==> config.mk <==
export PLATFORM = sky130hd
export DESIGN_NAME = bolme_hakem
export DESIGN_NICKNAME = d
export VERILOG_FILES = /design/src/rtl/bolme_hakem.sv
export SDC_FILE = /design/constraint.sdc
export NUM_CORES = 1
export LEC_CHECK = 0
export CAP_MARGIN = 15
export CORE_MARGIN = 4
export CORE_UTILIZATION = 25
export DETAILED_ROUTE_END_ITERATION = 8
export GPL_ROUTABILITY_DRIVEN = 0
export SLEW_MARGIN = 20
export SYNTH_ARGS = -nofsm -noshare
export SYNTH_HDL_FRONTEND = slang
export SYNTH_SLANG_ARGS = --single-unit
==> constraint.sdc <==
create_clock -name clk -period 3.3 [get_ports clk]
set_input_delay 0.66 -clock clk [delete_from_list [all_inputs] [get_ports clk]]
set_output_delay 0.66 -clock clk [all_outputs]
set_load 0.1 [all_outputs]
==> src/rtl/bolme_hakem.sv <==
// bolme_hakem: round-robin arbiter that shares one Q16.16 sequential divider
// among ISTEKCI_SAYISI requesters. Zero divisors are answered directly, and a
// watchdog forces an overflow response if the divider never completes.
// Ports:
//   clk, rst_n                  clock, asynchronous active-low reset
//   istek                       per-slot request level, held until kabul
//   istek_bolunen, istek_bolen  packed Q16.16 operands, slot i at [32i+31:32i]
//   kabul                       one-hot grant pulse
//   cevap_gecerli               one-hot result-valid pulse to the granted slot
//   cevap_sonuc, cevap_tasma    64-bit result and overflow flag, held
//   mesgul                      sequencer not idle
//   div_baslat, div_bolunen,
//   div_bolen                   start pulse and operands to the divider
//   div_bitti, div_sonuc,
//   div_tasma                   divider completion pulse, result, overflow
module bolme_hakem #(
  parameter int unsigned ISTEKCI_SAYISI = 4,
  parameter int unsigned ZAMAN_ASIMI    = 64
) (
  input  logic                          clk,
  input  logic                          rst_n,
  input  logic [ISTEKCI_SAYISI-1:0]     istek,
  input  logic [ISTEKCI_SAYISI*32-1:0]  istek_bolunen,
  input  logic [ISTEKCI_SAYISI*32-1:0]  istek_bolen,
  output logic [ISTEKCI_SAYISI-1:0]     kabul,
  output logic [ISTEKCI_SAYISI-1:0]     cevap_gecerli,
  output logic [63:0]                   cevap_sonuc,
  output logic                          cevap_tasma,
  output logic                          mesgul,
  output logic                          div_baslat,
  output logic [31:0]                   div_bolunen,
  output logic [31:0]                   div_bolen,
  input  logic                          div_bitti,
  input  logic [63:0]                   div_sonuc,
  input  logic                          div_tasma
);

  localparam int unsigned N  = ISTEKCI_SAYISI;
  localparam int unsigned IW = (N > 1) ? $clog2(N) : 1;
  localparam int unsigned WW = (ZAMAN_ASIMI > 1) ? $clog2(ZAMAN_ASIMI) : 1;

  typedef enum logic [2:0] {
    BOS    = 3'd0,
    BASLAT = 3'd1,
    SIFIR  = 3'd2,
    BEKLE  = 3'd3,
    CEVAP  = 3'd4
  } durum_t;

  durum_t          durum_q, durum_d;
  logic [IW-1:0]   oncelik_q, oncelik_d;
  logic [IW-1:0]   kazanan_q, kazanan_d;
  logic [WW-1:0]   bekci_q, bekci_d;

  logic [N-1:0]    kabul_d, gecerli_d;
  logic [63:0]     sonuc_d;
  logic            tasma_d, baslat_d, mesgul_d;
  logic [31:0]     bolunen_d, bolen_d;

  logic [31:0]     bolunen_dizi [N];
  logic [31:0]     bolen_dizi   [N];

  logic            bulundu;
  logic [IW-1:0]   aday;
  logic [IW:0]     toplam;
  logic [IW:0]     sonraki;
  logic [IW-1:0]   sonraki_oncelik;

  // Unpack the per-slot operand buses.
  always_comb begin : operand_acma
    for (int unsigned i = 0; i < N; i++) begin
      bolunen_dizi[i] = istek_bolunen[i*32 +: 32];
      bolen_dizi[i]   = istek_bolen[i*32 +: 32];
    end
  end

  // First requesting slot at or after the priority pointer, wrapping mod N.
  always_comb begin : secici
    bulundu = 1'b0;
    aday    = '0;
    toplam  = '0;
    for (int unsigned i = 0; i < N; i++) begin
      toplam = (IW+1)'(oncelik_q) + (IW+1)'(i);
      if (toplam >= (IW+1)'(N)) begin
        toplam = toplam - (IW+1)'(N);
      end
      if (!bulundu && istek[toplam[IW-1:0]]) begin
        bulundu = 1'b1;
        aday    = toplam[IW-1:0];
      end
    end
    sonraki = (IW+1)'(aday) + (IW+1)'(1);
    if (sonraki >= (IW+1)'(N)) begin
      sonraki = '0;
    end
    sonraki_oncelik = sonraki[IW-1:0];
  end

  // Next state and next values of every registered output.
  always_comb begin : sonraki_durum
    durum_d   = durum_q;
    oncelik_d = oncelik_q;
    kazanan_d = kazanan_q;
    bekci_d   = bekci_q;
    bolunen_d = div_bolunen;
    bolen_d   = div_bolen;
    sonuc_d   = cevap_sonuc;
    tasma_d   = cevap_tasma;
    kabul_d   = '0;
    gecerli_d = '0;
    baslat_d  = 1'b0;

    case (durum_q)
      BOS: begin
        if (bulundu) begin
          kazanan_d = aday;
          oncelik_d = sonraki_oncelik;
          bolunen_d = bolunen_dizi[aday];
          bolen_d   = bolen_dizi[aday];
          kabul_d   = N'(1) << aday;
          if (bolen_dizi[aday] == 32'd0) begin
            durum_d = SIFIR;
          end else begin
            durum_d  = BASLAT;
            baslat_d = 1'b1;
          end
        end
      end
      BASLAT: begin
        bekci_d = '0;
        durum_d = BEKLE;
      end
      SIFIR: begin
        sonuc_d   = 64'hFFFF_FFFF_FFFF_FFFF;
        tasma_d   = 1'b1;
        gecerli_d = N'(1) << kazanan_q;
        durum_d   = CEVAP;
      end
      BEKLE: begin
        // Completion wins over a timeout falling in the same cycle.
        if (div_bitti) begin
          sonuc_d   = div_sonuc;
          tasma_d   = div_tasma;
          gecerli_d = N'(1) << kazanan_q;
          durum_d   = CEVAP;
        end else if (bekci_q == WW'(ZAMAN_ASIMI - 1)) begin
          sonuc_d   = '0;
          tasma_d   = 1'b1;
          gecerli_d = N'(1) << kazanan_q;
          durum_d   = CEVAP;
        end else begin
          bekci_d = bekci_q + WW'(1);
        end
      end
      CEVAP: begin
        durum_d = BOS;
      end
      default: begin
        durum_d = BOS;
      end
    endcase

    mesgul_d = (durum_d != BOS);
  end

  // State and output registers.
  always_ff @(posedge clk or negedge rst_n) begin : kayitlar
    if (!rst_n) begin
      durum_q       <= BOS;
      oncelik_q     <= '0;
      kazanan_q     <= '0;
      bekci_q       <= '0;
      kabul         <= '0;
      cevap_gecerli <= '0;
      cevap_sonuc   <= '0;
      cevap_tasma   <= 1'b0;
      mesgul        <= 1'b0;
      div_baslat    <= 1'b0;
      div_bolunen   <= '0;
      div_bolen     <= '0;
    end else begin
      durum_q       <= durum_d;
      oncelik_q     <= oncelik_d;
      kazanan_q     <= kazanan_d;
      bekci_q       <= bekci_d;
      kabul         <= kabul_d;
      cevap_gecerli <= gecerli_d;
      cevap_sonuc   <= sonuc_d;
      cevap_tasma   <= tasma_d;
      mesgul        <= mesgul_d;
      div_baslat    <= baslat_d;
      div_bolunen   <= bolunen_d;
      div_bolen     <= bolen_d;
    end
  end

endmodule
==> metrics, run 1 <==
Layout area overhead=74.7%; syn_nets=1349; post-route minimum period=between 3 and 4 ns; Post-synth EDFFs=0; CP Max Fanout=18; Slew @ Worst Pin=0.907 ns; combinational share of power=68.7%; share of cells above drive strength 1=20.4%; initial drt markers=~500; CP startpoint kind=primary input; most used cell, CP=or4_1; H-tree depth=4; I/O pin total=467; Tightest Hold Check Type=in2async; largest net degree at the start of global routing=approximately 100; cts bufs inserted=17; top post-synthesis cells by area=dfrtp_1 47%, nand2_1 14%, a211oi_1 5.6%; DP Cell Count=~1.9k; Synth Flop Type=dfrtp_1; routed vias/inst=4.73; # nets final=1829; status=finished clean; Max Cap Viol=0; RR Endpoint=durum_q[1]; Register Area=between 3000 and 4000 sq um; crit path DAT=3.56 ns; clock root cell=clkbuf_16; Yosys cell types=42; final setup vio count=0; GRT Util Overall=18.7%; final cell count without fillers=1945; Die ar.=35600 sq um; slew margin rel.=39.5%; clock share of power=12.6%; clk slew on worst S/H paths=0.07 ns; initial core utilization=25.6%; sw frac=59.1%; vias=9206; cell breakdown of the critical path=clkdlybuf4s50_1 -> a32o_1 -> nor2_4 -> inv_2 -> buf_12 -> a211oi_1 -> o22ai_1 -> or4_1 -> or4_1 -> o21ai_1; initial antenna violation count=1; number of global-route vias before repair=approximately 9.3k; Die W=between 150 and 200 um; crit end category=flip-flop; GR Overflow Total=0; Avg WL per Cell=17.8 um; # fillers=3213; Core Area=31900 sq um; unrepaired setup endpoints after global routing=false; PortBufs=466; first-pass GRT wire length=53000 um; R2R setup slack=0.29 ns; DRC errors left=0; slowest CP cell=or4_1; Cells after Synth=1016; deepest clock path buffer count=2; Post-Route Utilization=between 40% and 50%; post-DP HPWL=26100 um; multi-input logic area=4120 sq um; YS warnings=0; worst-skew pair later-pin latency=0.42 ns; critical path type=in2reg; row cnt=65; Final ANT Viol Nets=0; CP required=3.64 ns; Worst path max stage delay=between 0.5 and 0.6 ns; Pleak=0.00638 uW; pwr dens=1210 nW/um^2; first drt pass iteration count=5; fraction of registers with async set/reset=100%; drt total wl=34600 um; cell accounting for the most synthesized area=dfrtp_1; crit path launch=istek[0]; Sw Pwr=10200 uW; fmax=311 MHz; pins over their slew limit=0; Synth top area share=46.6%; sequential share of the synthesized area=46.6%; R2R cell count=10; Pint=between 7000 and 8000 uW; Reg power frac=18.7%; CTS Sinks=152; chip height=about 190 um; Fin. Hold Viols=0; Synth Register Bits=152; TritonCTS clock tree=built; worst r2r src=oncelik_q[1]; Synth Cell Area=approximately 8000 sq um; critical path endpoint=durum_q[1]; skew final=0.0110 ns; Syn Area/Cell=8.03 sq um; Tcrit/Tclk final=97.5%; VDD IR max=0.593 mV
## registers in the layout, summed over array words and instances, names as in the netlist, 2 cells and up
register       count
kazanan_q          2
cevap_gecerli      4
kabul              4
bekci_q            6
div_bolen         32
cevap_sonuc       64
div_bolunen       32
durum_q            3
oncelik_q          2
## synth_stat cells (2+ instances only)
cell type and count:
o22ai_1 16, xor2_1 2, ha_1 5, nor2_1 75, inv_2 2, and3_1 65
buf_1 9, nor3_1 4, buf_2 6, a211oi_2 3, dfrtp_1 152, nand3_1 66
a21o_1 2, nor3b_1 2, or4_1 5, o21ai_1 2, a31oi_1 64, clkbuf_1 70
buf_6 6, nand2b_1 5, nand2_1 295, mux2_2 2, a21oi_1 5, inv_1 8
o21ai_0 37, a211oi_1 61, o31ai_1 32
## per-stage QoR
| stage | power, uW | TNS, ns | setup slack [ns] | cell area (sq um) | hold slack [ns] |
|---|---|---|---|---|---|
| 3_5_place_dp | 15100 | -1.67 | -0.592 | 13400 | 0.467 |
| 2_1_floorplan | 11700 | 0 | 0.264 | 8160 | 0.364 |
| 4_1_cts | 17400 | 0 | 0.000222 | 14200 | 0.378 |
| 6_report | 17300 | 0 | 0.0824 | 14300 | 0.331 |
| 5_1_grt | 18200 | 0 | 0.0167 | 14300 | 0.395 |
| 3_3_place_gp | 15000 | -1.52 | -0.545 | 13400 | 0.466 |
## worst max-delay path: cells and delay by family
family / cells / cell delay (ns)
compound gates: 4 / 0.83
buf+inv: 3 / 0.78
simple gates: 3 / 1.27
## placed cells by master, fill, tap and decap left out, types with 8 or more instances in the layout
master / synthesis / routed
a211oi_1: 61 / 30
a211oi_2: 3 / 33
a31oi_1: 64 / 64
and3_1: 65 / 65
buf_12: 0 / 9
buf_4: 1 / 216
clkbuf_16: 0 / 17
clkdlybuf4s50_1: 0 / 323
dfrtp_1: 152 / 151
inv_1: 8 / 8
nand2_1: 295 / 295
nand3_1: 66 / 66
nor2_1: 75 / 75
o21ai_0: 37 / 37
o22ai_1: 16 / 16
o31ai_1: 32 / 32
## cells by family (layout without fill, tap and decap cells)
group	Yosys count	after routing	share of synthesized area, %
DFF	152	152	46.6
xor gates and xnor gates	2	2	0.215
AOI/OAI and AO/OA	227	227	18.6
adders and majority gates	5	5	0.767
muxes	3	3	0.399
other	0	1	0
buffers and inverters	103	596	5.43
and+or+nand+nor	524	524	27.9
## power by group through the flow
stage | sequential (uW) | clock (uW) | combinational, uW
final | 3240 | 2180 | 11900
after global routing | 3350 | 2340 | 12500
after CTS | 3260 | 2260 | 11900
after detailed placement | 3270 | 0 | 11800
after global placement | 3260 | 0 | 11700
after floorplan | 8700 | 0 | 2960
## layout make-up
class | instances | area share [%]
antenna | 1 | 0.0176
clock buffer | 18 | 3.08
inverter | 11 | 0.316
multi-input combinational | 761 | 28.9
timing repair buffer | 553 | 35.7
sequential | 152 | 26.7
tap | 435 | 3.82
clock inverter | 14 | 1.48
## worst min path at each step
stage / to / from / slack [ns] / cells past startpoint
finish: cevap_sonuc[10] / rst_n / 0.33 / 1
global route: cevap_sonuc[6] / rst_n / 0.39 / 1
CTS: cevap_sonuc[10] / rst_n / 0.38 / 1
detailed placement: div_bolen[12] / div_bolen[12] / 0.47 / 2
global placement: div_bolunen[8] / div_bolunen[8] / 0.47 / 2
floorplan: bekci_q[0] / rst_n / 0.36 / 0
## per-layer routing
metal	wire length, um	global-route usage [%]
met1	14300	23.0
met5	0	0
met4	687	5.10
met2	16800	31.7
met3	2840	5.93
## repair_timing
action,in CTS,in global routing
setup endpoints to repair,3,3
resized for setup,29,10
hold buffers,0,0
pin swaps,2,0
setup buffers,0,0
Power figures use the tool's default switching activity.
==> run 2: changes to the inputs <==
--- a/config.mk
+++ b/config.mk
@@ -10,6 +10,7 @@
 export CORE_UTILIZATION = 25
 export DETAILED_ROUTE_END_ITERATION = 8
 export GPL_ROUTABILITY_DRIVEN = 0
+export PLACE_DENSITY = 0.58
 export SLEW_MARGIN = 20
 export SYNTH_ARGS = -nofsm -noshare
 export SYNTH_HDL_FRONTEND = slang
==> run 2 against run 1 <==
  * Fmax increased by 0.21%
  * Clock power decreased by 14%
  * Clock skew increased by 0.0038 ns
  * Via count decreased by 0.38%
  * First-iteration DRC count decreased by 8.9%
  * Combinational power about the same
  * Largest cell class unchanged
==> metrics, run 2 (synthesis results as in run 1) <==
status=finished clean; VDD IR max=0.733 mV (+24%); Tcrit/Tclk final=97.3% (-0.21 points); CP startpoint kind=primary input; final instance area=14300 sq um (unchanged); I/O pin total=467 (unchanged); initial core utilization=25.6% (unchanged); crit end category=flip-flop; Die W=189 um (unchanged); Slew @ Worst Pin=0.866 ns (-0.0408 ns); row cnt=65 (unchanged); Core Area=31900 sq um (unchanged); Die ar.=35600 sq um (unchanged); drt total wl=35000 um (+1.1%); cts bufs inserted=17 (unchanged); CTS Sinks=152 (unchanged); crit path DAT=3.48 ns (-0.08 ns); PortBufs=466 (unchanged); CP required=3.57 ns (-0.07 ns); slew margin rel.=42.3% (+2.7 points); share of cells above drive strength 1=21.5% (+1.1 points); post-route minimum period=3.21 ns (-0.00684 ns); Tightest Hold Check Type=in2async; chip height=189 um (unchanged); number of global-route vias before repair=9353 (+0.82%); final cell count without fillers=1945 (unchanged); # nets final=1830 (+0.055%); CP Max Fanout=19 (+1); first-pass GRT wire length=53000 um (about the same); clock root cell=clkbuf_16; Max Cap Viol=0 (unchanged); R2R setup slack=0.38 ns (+0.09 ns); Post-DP Area=13400 sq um (about the same); routed vias/inst=4.72 (-0.38%); deepest clock path buffer count=2 (unchanged); RR Endpoint=durum_q[0]; Fin. Hold Viols=0 (unchanged); most common cell after layout, fill and taps aside=clkdlybuf4s50_1; critical path type=in2reg; initial drt markers=450 (-8.9%); max reg flops=64 (unchanged); clk slew on worst S/H paths=0.07 ns (about the same); Layout area overhead=74.7% (unchanged); Pleak=0.00633 uW (-0.86%); GRT Util Overall=18.7% (+0.045 points); crit path launch=istek[3]; final setup vio count=0 (unchanged); pins over their slew limit=0 (unchanged); largest net degree at the start of global routing=92 (-12%); DRC errors left=0 (unchanged); Setup Total Neg Slack=0 ns (unchanged); GR Overflow Total=0 (unchanged); initial antenna violation count=2 (+1); TritonCTS clock tree=built; R2R cell count=11 (+1); combinational share of power=70.1% (+1.4 points); Pint=6800 uW (-3.9%); commonest cells after routing, fill and taps aside=325 x clkdlybuf4s50_1, 295 x nand2_1, 218 x buf_4; first drt pass iteration count=4 (-1); Final ANT Viol Nets=0 (unchanged); sw frac=60.1% (+1.0 points); Hold Slack=0.129 ns (-0.202 ns); clock share of power=11.0% (-1.6 points); fmax=311 MHz (+0.21%); H-tree depth=4 (unchanged); number of hold-repair buffers added at the cts stage=0 (unchanged); skew final=0.0148 ns (+0.00380 ns); pwr dens=1200 nW/um^2 (-1.4%); vias=9171 (-0.38%); post-DP HPWL=26600 um (+2.0%); critical path endpoint=durum_q[0]; biggest regs=cevap_sonuc x64, div_bolen x32, div_bolunen x32; Avg WL per Cell=18.0 um (+1.1%); worst r2r src=oncelik_q[1]; worst-skew pair later-pin latency=0.43 ns (about the same); Post-Route Utilization=44.7% (unchanged); DP Cell Count=1911 (-0.052%); Top reg by flops=cevap_sonuc; Sw Pwr=10200 uW (+0.35%); Reg power frac=18.9% (+0.2 points)
-- run 2: changes by cell type in the layout (fill, tap and decap cells not counted), moves of 2 or more --
cell,before,now
clkdlybuf4s50_1,323,325
dlymetal6s2s_1,2,0
inv_6,3,5
buf_4,216,218
bufinv_16,4,0
a211oi_1,30,15
clkinv_4,3,1
a211oi_2,33,44
clkinvlp_4,0,4
a211oi_4,1,5
-- run 2: per-stage QoR --
step / setup WS [ns] / total power, uW
6_report: 0.0893 / 17000
5_1_grt: -0.0289 / 18000
4_1_cts: 0.0103 / 17000
3_5_place_dp: -0.529 / 15000
3_3_place_gp: -0.422 / 15000
2_1_floorplan: 0.264 / 11700
-- run 2: worst min path at each step --
stage | to | slack [ns] | cells past startpoint
2_1_floorplan | bekci_q[0] | 0.36 | 0
3_3_place_gp | div_bolunen[12] | 0.46 | 2
3_5_place_dp | div_bolen[30] | 0.47 | 2
4_1_cts | cevap_sonuc[9] | 0.13 | 1
5_1_grt | cevap_sonuc[9] | 0.12 | 1
6_report | cevap_sonuc[9] | 0.13 | 1
-- run 2: power by group through the flow --
| stage | registers, uW | clock network (uW) | logic (uW) |
|---|---|---|---|
| CTS | 3230 | 1950 | 11800 |
| global route | 3330 | 2020 | 12600 |
| detailed placement | 3250 | 0 | 11800 |
| global placement | 3220 | 0 | 11700 |
| floorplan | 8700 | 0 | 2960 |
| finish | 3210 | 1880 | 11900 |
-- run 2: critical path, cell delays in order --
cell             delay, ns
clkdlybuf4s50_1       0.49
buf_4                 0.14
o221a_2               0.24
and2_4                0.17
inv_4                 0.06
buf_12                0.17
a211oi_2              0.28
o22ai_1               0.12
or4_4                 0.56
nor4_2                0.35
buf_4                 0.17
o21ai_0               0.07
-- run 2: final cells by class --
| class | instances | area, sq um |
|---|---|---|
| well taps | 435 | 544 |
| fillers | 3209 | 17600 |
| flip-flops and latches | 152 | 3800 |
| multi-input cells | 761 | 4220 |
| inverters | 11 | 45.0 |
| repair buffers | 554 | 5090 |
| diodes | 1 | 2.50 |
| clock buffers | 18 | 439 |
| clock inverters | 13 | 110 |
-- run 2: what timing repair did --
item                       4_1_cts  5_1_grt
gates cloned                     0        0
resized for setup                1       54
buffers inserted                 0        2
setup endpoints to repair        1        3
pin swaps                        0        2
-- run 2: metal layers --
layer	wire [um]	track usage (%)
met5	13	0
met4	979	6.25
met3	3160	6.91
met2	16900	31.9
met1	13900	21.9
==> run 3: changes to the inputs <==
--- a/config.mk
+++ b/config.mk
@@ -6,7 +6,6 @@
 export NUM_CORES = 1
 export LEC_CHECK = 0
 export CAP_MARGIN = 15
-export CORE_MARGIN = 4
 export CORE_UTILIZATION = 25
 export DETAILED_ROUTE_END_ITERATION = 8
 export GPL_ROUTABILITY_DRIVEN = 0
==> run 3 against run 2 <==
  * Sequential power about the same
  * Cell area up 1.1%
  * Global-route usage up 1.2 points
  * Power up 1.4%
  * Worst hold slack better by 0.13 ns
  * First-iteration DRC count down 2.9%
  * Register-to-register slack worse by 0.08 ns
  * Via count down 0.22%
  * Die area down 6.3%
==> metrics, run 3 (synthesis results as in run 1) <==
crit path DAT=3.52 ns (+0.04 ns); CP startpoint kind=primary input; CTS Sinks=152 (unchanged); GRT Util Overall=19.9% (+1.2 points); first-pass GRT wire length=51300 um (-3.1%); vias=9151 (-0.22%); skew final=0.0169 ns (+0.00212 ns); Die ar.=33400 sq um (-6.3%); worst-skew pair later-pin latency=0.43 ns (about the same); Post-DP Area=13400 sq um (about the same); Fin. Hold Viols=0 (unchanged); Post-Route Utilization=45.3% (+0.59 points); post-DP HPWL=25000 um (-5.9%); row cnt=65 (unchanged); PortBufs=466 (unchanged); Core Area=31800 sq um (-0.26%); Final ANT Viol Nets=0 (unchanged); fmax=316 MHz (+1.5%); pwr dens=1200 nW/um^2 (+0.29%); I/O pin total=467 (unchanged); Layout area overhead=76.6%; VDD IR max=0.487 mV (-34%); pins over their slew limit=0 (unchanged); post-route minimum period=3.16 ns (-0.0487 ns); first drt pass iteration count=5 (+1); Die W=183 um (-3.2%); Max Cap Viol=0 (unchanged); CP Max Fanout=9 (-10); cts bufs inserted=17 (unchanged); number of global-route vias before repair=9150 (-2.2%); critical path type=in2reg; clk slew on worst S/H paths=0.08 ns (about the same); RR Endpoint=durum_q[1]; Slew @ Worst Pin=0.739 ns (-0.127 ns); Tightest Hold Check Type=in2async; initial antenna violation count=0 (-2); initial core utilization=25.7% (+0.065 points); Tcrit/Tclk final=95.8% (-1.5 points); deepest clock path buffer count=2 (unchanged); Pleak=0.00640 uW (+1.1%); TritonCTS clock tree=built; most common cell after layout, fill and taps aside=clkdlybuf4s50_1; share of cells above drive strength 1=22.3% (+0.78 points); crit end category=flip-flop; diode count=0 (-1); max reg flops=64 (unchanged); biggest regs=cevap_sonuc x64, div_bolen x32, div_bolunen x32; routed vias/inst=4.70 (-0.22%); Avg WL per Cell=17.4 um (-3.2%); commonest cells after routing, fill and taps aside=324 x clkdlybuf4s50_1, 295 x nand2_1, 217 x buf_4; status=finished clean; final instance area=14400 sq um (+1.1%); worst r2r src=oncelik_q[1]; clock root cell=clkbuf_16; DRC errors left=0 (unchanged); CP required=3.66 ns (+0.09 ns); H-tree depth=4 (unchanged); unrepaired setup endpoints after global routing=false; R2R setup slack=0.30 ns (-0.08 ns); DP Cell Count=1913 (+0.10%); GR Overflow Total=0 (unchanged); final setup vio count=0 (unchanged); R2R cell count=10 (-1); chip height=183 um (-3.2%); initial drt markers=437 (-2.9%); final cell count without fillers=1945 (unchanged); drt total wl=33900 um (-3.2%); number of hold-repair buffers added at the cts stage=0 (unchanged); largest net degree at the start of global routing=79 (-14%); Top reg by flops=cevap_sonuc; slew margin rel.=50.8% (+8.5 points); Final Power=17300 uW (+1.4%); # nets final=1830 (unchanged)
==> run 3: changes by cell type in the layout (fill, tap and decap cells not counted), sizes merged <==
cell	change
inv	-1
bufinv	+1
clkbuf	+1
diode	-1
clkdlybuf4s50	-1
dlymetal6s2s	+1
==> run 3: final cells by class <==
| type | count | area (sq um) |
|---|---|---|
| inverters | 11 | 45.0 |
| well taps | 435 | 544 |
| clock inverters | 13 | 134 |
| multi-input cells | 761 | 4340 |
| repair buffers | 554 | 5080 |
| clock buffers | 19 | 453 |
| fillers | 3142 | 17400 |
| flip-flops and latches | 152 | 3800 |
==> run 3: how the worst max path moves through the flow <==
stage / start / to / slack [ns] / cells after the start
after floorplan: istek[3] / durum_q[1] / 0.26 / 10
after global placement: istek[3] / durum_q[0] / -0.55 / 13
after detailed placement: istek[3] / durum_q[0] / -0.57 / 12
after CTS: istek[3] / durum_q[0] / 0.004 / 12
after global routing: istek[2] / durum_q[1] / 0.02 / 10
final: istek[2] / durum_q[1] / 0.14 / 10
==> run 3: layer usage <==
metal	vias to the layer above	wire length [um]	part of all wire [%]	GRT usage [%]
met1	4208	14000	41	24.0
met5	-	0	0	0
met4	0	755	2.2	6.29
li1	4519	-	-	-
met2	380	16200	48	33.4
met3	44	2940	8.7	6.45
==> run 3: timing repair <==
item,in CTS,in global routing
pin swaps,0,4
setup endpoints to repair,3,3
buffers inserted,0,0
resized for setup,10,67
==> run 3: metrics by stage <==
stage                     setup slack, ns  hold WS (ns)  TNS [ns]
after floorplan                     0.264         0.364         0
after global placement             -0.549         0.464     -1.44
after detailed placement           -0.573         0.467     -1.55
after CTS                         0.00428         0.287         0
after global routing               0.0199         0.302         0
final                               0.138         0.256         0
==> run 3: worst max-delay path: stages <==
cell,delay [ns]
clkdlybuf4s50_1,0.55
o221a_4,0.25
and2_4,0.16
inv_4,0.08
buf_4,0.19
a211oi_2,0.29
o22ai_2,0.14
or4_4,0.58
or4_1,0.50
o21ai_1,0.12
==> run 3: power breakdown <==
part | internal, uW | switching (uW)
clock | 1100 | 891
combinational | 3110 | 8950
sequential | 2720 | 490
==> RTL edit, RTL diff (config.mk and constraints of run 3) <==
Set the parameter `ZAMAN_ASIMI` to 128 (it was 64).
--- a/src/rtl/bolme_hakem.sv
+++ b/src/rtl/bolme_hakem.sv
@@ -15,7 +15,7 @@
 //   div_tasma                   divider completion pulse, result, overflow
 module bolme_hakem #(
   parameter int unsigned ISTEKCI_SAYISI = 4,
-  parameter int unsigned ZAMAN_ASIMI    = 64
+  parameter int unsigned ZAMAN_ASIMI    = 128
 ) (
   input  logic                          clk,
   input  logic                          rst_n,
Formal check against the unedited RTL: same outputs for any inputs over 4 cycles, from zero or initial values and one cycle with rst_n low; that may be too few to reach the edited logic, so the function may still have changed.
==> RTL edit against run 3 <==
- sequential cell count up 1
- non-clock buffer count up 3
- final cell count up 0.21%
- area after synthesis up 0.51%
- first-iteration DRC count up 5.5%
- routed wire length up 2.2%
- cell area down 0.86%
- worst setup slack worse by 60 ps
- total power down 0.34%
- global-route usage up 0.32 points
- sequential share of layout area up 0.40 points
- register-to-register slack worse by 70 ps
- critical path type unchanged
- largest cell class unchanged
- largest power group unchanged
==> RTL edit: results (changes against run 3) <==
ant diodes 0 (unchanged); clk_skew 14.4 ps (was 16.9 ps); Post-DP HPWL 25.2 mm (was 25.0 mm); later-pin clock latency in the skew report roughly 420 ps; Area contributors post-synth dfrtp_1 47%, nand2_1 13%, a211oi_1 5.6% (was dfrtp_1 47%, nand2_1 14%, a211oi_1 5.6%); Finished Layout Cells 1949 (was 1945); Post-DP Area 13500 sq um (was 13400 sq um); Via Count 9204 (was 9151); Slew HR 51.4% (was 50.8%); max incr delay on CP 550 ps (was 580 ps); syn_nets 1352 (was 1349); register area share after synthesis 46.7% (was 46.6%); nets 1834 (was 1830); Iter 0 DRT Violations 461 (was 437); clk root buf clkbuf_16 (unchanged); global-route wire length before repair 52.9 mm (was 51.3 mm); mux cell area share after synthesis 0.397% (was 0.399%); Post-Synth XOR/XNOR Area 0.427% (was 0.215%); Synth Area in Adders 0.763% (was 0.767%); synthesized area per cell 8.05 sq um (was 8.03 sq um); M2 GR Usage 34.9% (was 33.4%); Fillers 3204 (was 3142); CP max FO 36 (was 9); Worst VDD drop 0.000636 V (was 0.000487 V); commonest cells in the synthesized netlist 294 x nand2_1, 153 x dfrtp_1, 79 x nor2_1, 76 x clkbuf_1, 67 x nand3_1 (was 295 x nand2_1, 152 x dfrtp_1, 75 x nor2_1, 70 x clkbuf_1, 66 x nand3_1); M1 GR Usage 25.2% (was 24.0%); drt total wl 34.6 mm (was 33.9 mm); largest net degree at the start of global routing 135 (was 79); Synth Area in Compound Gates 18.2% (was 18.6%); pre-CTS WS -658 ps (was -573 ps); Leak Pwr 6.42 nW (was 6.40 nW); share of layout cells above drive strength 1 20.7% (was 22.3%); status completed (unchanged); GRT Resource Usage Total 20.2% (was 19.9%); M3 GR Usage 4.86% (was 6.45%)
-- RTL edit: cell count changes in the layout (fill, tap and decap cells not counted), sizes merged, moves of 2 or more --
cell,before,now
nor2,76,80
buf,229,232
clkdlybuf4s50,324,322
nor2b,0,2
nor3,4,2
o21ai,39,37
-- RTL edit: final cells by class --
type,count,area (sq um),share of cell area [%]
timing repair buffer,557,5140,36.0
clock buffer,18,429,3.01
clock inverter,14,134,0.937
multi-input combinational,764,4180,29.2
sequential,153,3830,26.8
tap,435,544,3.81
inverter,8,32.5,0.228
-- RTL edit: path summary, 6_finish.rpt --
check                      cells after the start  slack, ps                         from                     endpoint
min in group clk                               2        480  div_bolunen[21]$_DFFE_PN0P_  div_bolunen[21]$_DFFE_PN0P_
max                                           11         80                     istek[1]         durum_q[1]$_DFF_PN0_
max in group asynchronous                      2       2340                        rst_n         durum_q[0]$_DFF_PN0_
min                                            1        160                        rst_n  cevap_sonuc[57]$_DFFE_PN0P_
max reg2reg                                   10        230     oncelik_q[1]$_DFFE_PN0P_         durum_q[1]$_DFF_PN0_
min reg2reg                                    2        480  div_bolunen[21]$_DFFE_PN0P_  div_bolunen[21]$_DFFE_PN0P_
-- RTL edit: where the power goes --
group | internal (mW) | switching, mW
clock network | 1.00 | 0.933
logic | 3.10 | 8.91
registers | 2.74 | 0.519
total | 6.85 | 10.4
-- RTL edit: timing repair --
item / 4_1_cts / 5_1_grt
endpoints found under the setup margin: 3 / 2
setup buffers: 0 / 1
gates cloned: 1 / 0
pin swaps: 0 / 2
hold endpoints to repair: 0 / 0
resized for setup: 23 / 22
-- RTL edit: routing by layer --
layer	share of wire [%]	vias up	wire length (um)
li1	-	4539	-
met3	7.3	29	2520
met1	43	4293	14800
met2	49	343	16800
met4	1.4	0	473
met5	0	-	0
